$ cat config.mk
export PLATFORM = sky130hd
export DESIGN_NAME = pes_gccounter_param
export DESIGN_NICKNAME = d
export VERILOG_FILES = /design/src/rtl/pes_gc_pkg.sv /design/src/rtl/pes_gray2bin.sv /design/src/rtl/pes_gccounter_param.sv
export SDC_FILE = /design/constraint.sdc
export NUM_CORES = 1
export LEC_CHECK = 0
export ABC_AREA = 0
export ABC_CLOCK_PERIOD_IN_PS = 1950
export BUFFER_PORTS_ARGS = -buffer_cell sky130_fd_sc_hd__buf_2
export CORE_MARGIN = 5
export CORE_UTILIZATION = 39
export DETAILED_ROUTE_END_ITERATION = 7
export SLEW_MARGIN = 20
export SYNTH_ARGS = -nofsm -noshare
export SYNTH_HDL_FRONTEND = slang
export SYNTH_SLANG_ARGS = --single-unit
$ cat constraint.sdc
create_clock -name clk -period 1.95 [get_ports clk]
set_input_delay 0.2925 -clock clk [delete_from_list [all_inputs] [get_ports clk]]
set_output_delay 0.2925 -clock clk [all_outputs]
set_load 0.05 [all_outputs]
$ cat src/rtl/pes_gc_pkg.sv
// Shared types and gray/binary helpers for the parametrised gray-code counter.
// The helpers work at MAX_WIDTH; narrower callers zero-extend and truncate.
package pes_gc_pkg;

  localparam int MAX_WIDTH = 32;

  // Operation selected for the counter register at the next edge.
  typedef enum logic [1:0] {
    OP_HOLD = 2'd0,
    OP_LOAD = 2'd1,
    OP_UP   = 2'd2,
    OP_DOWN = 2'd3
  } gc_op_e;

  function automatic logic [MAX_WIDTH-1:0] bin2gray(input logic [MAX_WIDTH-1:0] b);
    return b ^ (b >> 1);
  endfunction

  // Prefix XOR from the MSB down; zero upper bits leave the result unchanged.
  function automatic logic [MAX_WIDTH-1:0] gray2bin(input logic [MAX_WIDTH-1:0] g);
    logic [MAX_WIDTH-1:0] b;
    b[MAX_WIDTH-1] = g[MAX_WIDTH-1];
    for (int i = MAX_WIDTH - 2; i >= 0; i--) begin
      b[i] = b[i+1] ^ g[i];
    end
    return b;
  endfunction

endpackage

$ cat src/rtl/pes_gray2bin.sv
// Combinational gray-to-binary decoder: each binary bit is the XOR of all
// gray bits at and above its position.
module pes_gray2bin #(
  parameter int WIDTH = 8
) (
  input  logic [WIDTH-1:0] i_gray,
  output logic [WIDTH-1:0] o_bin
);

  for (genvar i = 0; i < WIDTH; i++) begin : g_bit
    assign o_bin[i] = ^(i_gray >> i);
  end

endmodule

$ cat src/rtl/pes_gccounter_param.sv
// Parametrised up/down gray-code counter with parallel gray load, wrap or
// saturate at the range ends, terminal-count decode and a registered wrap pulse.
module pes_gccounter_param
  import pes_gc_pkg::*;
#(
  parameter int                   WIDTH     = 8,
  parameter int                   SATURATE  = 0,
  parameter logic [MAX_WIDTH-1:0] RESET_BIN = '0
) (
  input  logic             clk,
  input  logic             reset,
  input  logic             enable,
  input  logic             up_dn,
  input  logic             load,
  input  logic [WIDTH-1:0] load_gray,
  output logic [WIDTH-1:0] gray_count,
  output logic [WIDTH-1:0] bin_count,
  output logic             tc,
  output logic             wrap
);

  localparam bit                   SAT          = (SATURATE != 0);
  localparam logic [WIDTH-1:0]     RESET_B      = RESET_BIN[WIDTH-1:0];
  localparam logic [MAX_WIDTH-1:0] RESET_G_FULL = bin2gray(MAX_WIDTH'(RESET_B));
  localparam logic [WIDTH-1:0]     RESET_G      = RESET_G_FULL[WIDTH-1:0];

  logic [WIDTH-1:0] r_bin;
  logic [WIDTH-1:0] r_gray;
  logic             r_wrap;

  logic [WIDTH-1:0] w_load_bin;
  logic [WIDTH-1:0] w_bin_next;
  logic [WIDTH-1:0] w_gray_next;
  logic             w_wrap_next;
  logic             w_at_max;
  logic             w_at_min;
  gc_op_e           w_op;

  pes_gray2bin #(
    .WIDTH (WIDTH)
  ) u_load_dec (
    .i_gray (load_gray),
    .o_bin  (w_load_bin)
  );

  assign w_at_max = &r_bin;
  assign w_at_min = ~|r_bin;

  // Load has priority over stepping; enable is ignored while loading.
  always_comb begin
    w_op = OP_HOLD;
    if (load) begin
      w_op = OP_LOAD;
    end else if (enable) begin
      w_op = up_dn ? OP_UP : OP_DOWN;
    end
  end

  always_comb begin
    w_bin_next  = r_bin;
    w_wrap_next = 1'b0;
    unique case (w_op)
      OP_LOAD: w_bin_next = w_load_bin;
      OP_UP: begin
        if (!w_at_max) begin
          w_bin_next = r_bin + WIDTH'(1);
        end else if (!SAT) begin
          w_bin_next  = '0;
          w_wrap_next = 1'b1;
        end
      end
      OP_DOWN: begin
        if (!w_at_min) begin
          w_bin_next = r_bin - WIDTH'(1);
        end else if (!SAT) begin
          w_bin_next  = '1;
          w_wrap_next = 1'b1;
        end
      end
      default: begin
        w_bin_next  = r_bin;
        w_wrap_next = 1'b0;
      end
    endcase
  end

  // Gray is encoded from the next binary value so both outputs are plain flops.
  assign w_gray_next = w_bin_next ^ (w_bin_next >> 1);

  always_ff @(posedge clk) begin
    if (!reset) begin
      r_bin  <= RESET_B;
      r_gray <= RESET_G;
      r_wrap <= 1'b0;
    end else begin
      r_bin  <= w_bin_next;
      r_gray <= w_gray_next;
      r_wrap <= w_wrap_next;
    end
  end

  assign gray_count = r_gray;
  assign bin_count  = r_bin;
  assign wrap       = r_wrap;
  assign tc         = up_dn ? w_at_max : w_at_min;

endmodule

==> flow_metrics.env, run 1 <==
export IMPL_rsz0062_at_grt="true"
export IMPL_n_antenna_cell=0
export IMPL_yosys_warnings=0
export IMPL_worstPathMaxFanout=5
export IMPL_finalHoldViolCount=0
export IMPL_max_freq_mhz=495
export IMPL_ir_drop_uv=421
export IMPL_syn2layout_area_growth_pct=50.7
export IMPL_cp_data_arrival_time_ns=2.22
export IMPL_tightest_slew_ns=0.377
export IMPL_drt_iter0_drc=58
export IMPL_seq_area_frac_synth_pct=25.9
export IMPL_wire_per_inst_um=15.7
export IMPL_core_mm2=0.00305
export IMPL_criticalPathCategory="register to register"
export IMPL_ys_async_sr_fraction_pct=0
export IMPL_drtAntennaViolNets=0
export IMPL_drv_slew=0
export IMPL_synthFlopType="dfxtp_1"
export IMPL_firstDrtPassIters=5
export IMPL_gr_usage_all_layers_pct=19.0
export IMPL_wl_mm=4.03
export IMPL_synth_net_count=170
export IMPL_antenna_found_initial=0
export IMPL_ys_seq_elements=16
export IMPL_setup_slack_ns=-0.0702
export IMPL_cts_tree="done"
export IMPL_status="complete, but fails checks"
export IMPL_fin_area_mm2=0.00186
export IMPL_synth_avg_cell_area_um2=8.04
export IMPL_synthesis_area_mm2=0.00124
export IMPL_synth_distinct_cells=47
export IMPL_pin_count=31
export IMPL_gp_congestion=0.867
export IMPL_clk_pin_slew_worst_paths_ns=0.10
export IMPL_max_cap_violations=0
export IMPL_setup_viol_count_final=4
export IMPL_power_uw=1560
export IMPL_dieWidth_um=66.3
export IMPL_vias=1420
export IMPL_start_util_pct=40.5
export IMPL_vias_per_cell=5.53
export IMPL_dpl_hpwl_mm=2.93
export IMPL_hold_buffers=0
export IMPL_synth_edf_count=0
export IMPL_crit_path_start_kind="register"
export IMPL_io_buffers=30
export IMPL_ctsHtreeMaxLevel=1
export IMPL_numCtsBuffers=3
export IMPL_worstPathRequired_ns=2.15
export IMPL_overflow=0
export IMPL_dpl_cell_area_mm2=0.00162
export IMPL_die_area_mm2=0.00440
export IMPL_p_leak_uw=0.000836
export IMPL_die_height_um=66.3
export IMPL_fin_crit_sh_pct=104
export IMPL_drive_gt1_share_pct=47.4
export IMPL_endpoint_kind="register"
export IMPL_min_path_type="primary input to register"
export IMPL_max_slew_margin_rel_pct=74.7
export IMPL_clk_path_buf_depth=2
export IMPL_grt_start_max_net_pins=13
export IMPL_cts_root_buf="clkbuf_4"
export IMPL_clock_sinks=16
export IMPL_nets=230
export IMPL_violations="negative setup slack"
export IMPL_grt_pass1_wl_mm=6.42
export IMPL_drc=0
export IMPL_first_global_vias=1361
export IMPL_skew_ns=0.00751
export IMPL_fp_row_count=20
export IMPL_power_density_mw_per_mm2=839
export IMPL_worst_skew_pair_late_latency_ns=0.29
export IMPL_synth_cells=154
export IMPL_min_period_ns=2.02
-- registers in the layout, indices dropped and copies added, names as in the netlist --
signal	cells
bin_count	8
gray_count	7
wrap	1
-- worst paths after layout --
path / startpoint / endpoint / slack [ns] / depth (start not counted)
max: bin_count[1] / gray_count[6] / -0.07 / 7
min: load_gray[0] / gray_count[0] / 0.30 / 3
min reg2reg: bin_count[0] / bin_count[0] / 0.84 / 4
max reg2reg: bin_count[1] / gray_count[6] / -0.07 / 7
-- metal layers --
layer | part of all wire [%] | GRT usage (%)
met2 | 50 | 31.7
met4 | 2.1 | 7.87
met1 | 40 | 23.4
met3 | 7.8 | 3.91
met5 | 0 | 0
-- critical path, stage by stage, from the launching register on --
cell	delay, ns
dfxtp_4	0.37
buf_6	0.13
or4_4	0.52
a21boi_2	0.15
o21ai_1	0.07
a311oi_1	0.28
a21oi_1	0.10
mux2_4	0.30
-- kinds of logic (layout without fill, tap and decap cells) --
group	count (synthesis)	count (layout)	synth area share [%]
DFF	16	16	25.9
xor gates and xnor gates	16	16	13.5
and+or+nand+nor	55	55	24.9
muxes	2	2	2.02
adders and majority gates	3	3	3.03
buffers and inverters	18	77	6.87
AOI/OAI and AO/OA	44	44	23.8
-- power by group --
group / switching [uW] / internal (uW)
sequential: 50.8 / 380
clock: 111 / 74.5
combinational: 536 / 412
-- cell usage after synthesis, types with 2 or more instances --
cell	n	area share, %
xnor2_1	8	5.7
clkbuf_1	6	1.8
nor4_1	2	1.0
xor2_1	6	4.2
a21oi_1	12	4.9
and3_1	2	1.0
and2_1	3	1.5
nand2_1	6	1.8
and3b_1	3	2.1
o31ai_1	2	1.2
buf_4	2	1.2
buf_2	2	0.81
o21ai_0	13	5.3
a311oi_1	3	2.1
or3_1	3	1.5
nand3_1	7	2.8
nor2_1	13	3.9
o21a_1	3	1.8
dfxtp_1	16	26
nor3_1	4	1.6
nor2b_1	4	2.0
ha_1	3	3.0
xnor3_1	2	3.6
inv_1	6	1.8
-- final cells by class --
class,count,area [um^2]
fillers,285,1190
multi-input cells,120,972
repair buffers,66,445
flip-flops and latches,16,334
well taps,44,55.1
inverters,7,31.3
clock buffers,3,22.5
clock inverters,1,3.75
-- cell usage in the layout (no fill, tap or decap), types with 4 or more instances in the layout --
cell,n
buf_2,29
dfxtp_2,5
nand2_1,5
o21ai_0,7
nand3_1,6
xnor2_1,8
a21oi_1,12
inv_1,4
nor2b_1,4
nor2_1,12
buf_4,31
nor3_1,4
dfxtp_1,9
xor2_1,5
buf_6,6
-- per-stage QoR --
stage	hold slack [ns]	setup WS (ns)	utilization (%)	setup TNS (ns)	cells
final	0.305	-0.0702	61.1	-0.160	257
after global routing	0.293	-0.184	61.1	-0.713	257
after CTS	0.295	-0.0435	57.7	-0.0965	253
after detailed placement	0.603	-0.118	53.0	-0.295	242
after global placement	0.601	-0.0696	53.0	-0.143	242
after floorplan	0.414	-0.203	-	-0.332	154
-- timing repair --
| item | 4_1_cts | 5_1_grt |
|---|---|---|
| setup buffers | 7 | 4 |
| setup endpoints to repair | 5 | 9 |
| pin swaps | 4 | 11 |
| gates resized for setup | 16 | 17 |
Power figures use the tool's default switching activity.
==> inputs of run 2 (changes only) <==
--- a/config.mk
+++ b/config.mk
@@ -11,6 +11,7 @@
 export CORE_MARGIN = 5
 export CORE_UTILIZATION = 39
 export DETAILED_ROUTE_END_ITERATION = 7
+export SKIP_CTS_REPAIR_TIMING = 1
 export SLEW_MARGIN = 20
 export SYNTH_ARGS = -nofsm -noshare
 export SYNTH_HDL_FRONTEND = slang
==> run 2 against run 1 <==
Against the previous run:
- clock-buffer cell count did not move
- hold slack got worse by 0.010 ns
- maximum frequency rose by 0.33%
- flip-flop and latch count did not move
- the flow still finishes with violations (negative setup slack)
- utilization fell by 3.0 points
- register-to-register slack barely moved
- combinational power fell by 6.2%
- clock power barely moved
- critical path type is now register to primary output
==> flow_metrics.env, run 2 (synthesis gave the netlist of run 1 again) <==
export IMPL_start_util_pct=40.5
export IMPL_dpl_cell_area_mm2=0.00162
export IMPL_reg2reg_depth=7
export IMPL_worst_skew_pair_late_latency_ns=0.29
export IMPL_core_mm2=0.00305
export IMPL_layout_common_cells="buf_2, buf_4, nor2_1, a21oi_1, dfxtp_1"
export IMPL_status="complete, but fails checks"
export IMPL_met1_usage_pct=23.2
export IMPL_power_density_mw_per_mm2=849
export IMPL_critPathMaxStageDelay_ns=0.38
export IMPL_worstPathRequired_ns=1.66
export IMPL_die_height_um=66.3
export IMPL_critical_path_top_delay_family="buffers and inverters"
export IMPL_tightest_slew_ns=0.375
export IMPL_first_global_vias=1266
export IMPL_ctsHtreeMaxLevel=1
export IMPL_die_area_mm2=0.00440
export IMPL_path_buf_inv=4
export IMPL_grt_start_max_net_pins=13
export IMPL_criticalPathCategory="register to primary output"
export IMPL_io_buffers=30
export IMPL_cp_data_arrival_time_ns=1.72
export IMPL_final_common_cell="buf_2"
export IMPL_antenna_found_initial=0
export IMPL_vias_per_cell=5.47
export IMPL_use_met2_pct=30.1
export IMPL_path_depth=8
export IMPL_setup_slack_ns=-0.0636
export IMPL_cts_tree="done"
export IMPL_clk_pin_slew_worst_paths_ns=0.09
export IMPL_post_route_util_pct=58.1
export IMPL_p_leak_uw=0.000796
export IMPL_firstDrtPassIters=4
export IMPL_fin_area_mm2=0.00177
export IMPL_crit_path_start_kind="register"
export IMPL_syn2layout_area_growth_pct=43.3
export IMPL_hold_depth=3
export IMPL_nets=223
export IMPL_overflow=0
export IMPL_max_slew_margin_rel_pct=74.9
export IMPL_max_freq_mhz=497
export IMPL_min_period_ns=2.01
export IMPL_wire_per_inst_um=15.6
export IMPL_violations="negative setup slack"
export IMPL_met3_usage_pct=3.91
export IMPL_setup_viol_count_final=3
export IMPL_pin_count=31
export IMPL_fin_crit_sh_pct=103
export IMPL_min_path_type="primary input to register"
export IMPL_wl_mm=3.89
export IMPL_vias=1367
export IMPL_endpoint_kind="primary output"
export IMPL_clk_path_buf_depth=2
export IMPL_grt_pass1_wl_mm=6.13
export IMPL_max_cap_violations=0
export IMPL_drv_slew=0
export IMPL_gp_congestion=0.867
export IMPL_numCtsBuffers=3
export IMPL_dpl_hpwl_mm=2.93
export IMPL_drc=0
export IMPL_worst_path_max_delay_cell="dfxtp_4"
export IMPL_drtAntennaViolNets=0
export IMPL_largest_reg_flops=8
export IMPL_worstPathMaxFanout=4
export IMPL_ir_drop_uv=422
export IMPL_n_antenna_cell=0
export IMPL_rsz0062_at_grt="true"
export IMPL_busiest_layer="met2"
export IMPL_drt_iter0_drc=74
export IMPL_drive_gt1_share_pct=44.7
export IMPL_clock_sinks=16
export IMPL_finalHoldViolCount=0
export IMPL_gr_usage_all_layers_pct=18.2
export IMPL_cts_root_buf="clkbuf_4"
export IMPL_skew_ns=0.00800
export IMPL_fp_row_count=20
export IMPL_crit_chain="inv_4 > ha_4 > nor4b_2 > buf_4 > nand2_4 > buf_6 > o21ai_4 > buf_6"
export IMPL_dieWidth_um=66.3
export IMPL_cpMostUsedCell="buf_6"
[run 2: final timing paths]
check	slack, ns	from	endpoint
setup / recovery	-0.06	bin_count[0]	tc
hold / removal	0.29	load_gray[0]	gray_count[0]
setup reg to reg	-0.06	bin_count[0]	gray_count[6]
hold reg to reg	0.86	bin_count[0]	bin_count[0]
[run 2: final cells by class]
class / instances / area, um^2
Sequential cell: 16 / 334
Timing Repair Buffer: 59 / 389
Tap cell: 44 / 55.1
Multi-Input combinational cell: 120 / 937
Inverter: 7 / 31.3
Fill cell: 301 / 1280
Clock buffer: 3 / 22.5
Clock inverter: 1 / 3.75
[run 2: through the flow]
step / total power, uW / std cells / worst slack (ns) / setup TNS (ns) / hold WS [ns]
after floorplan: 1000 / 154 / -0.203 / -0.332 / 0.414
after global placement: 1220 / 242 / -0.0696 / -0.143 / 0.601
after detailed placement: 1230 / 242 / -0.118 / -0.295 / 0.603
after CTS: 1420 / 246 / -0.283 / -0.532 / 0.295
after global routing: 1600 / 250 / -0.191 / -0.657 / 0.293
final: 1510 / 250 / -0.0636 / -0.152 / 0.295
[run 2: routing by layer]
metal  part of all wire [%]  vias up
li1                       -      664
met1                     44      643
met3                    6.0       10
met4                    1.6        0
met2                     48       50
met5                      0        -
[run 2: worst reg2reg max path, delay by kind of cell, from the launching register on]
kind	cells	cell delay, ns
mux	1	0.30
flops	1	0.38
simple gates	1	0.52
buf+inv	1	0.12
compound gates	4	0.60
[run 2: where the power goes]
group          switching (uW)  total [uW]  internal [uW]
Sequential               49.9         430            380
Clock                     112         186           74.5
Combinational             515         889            374
Total                     677        1510            828
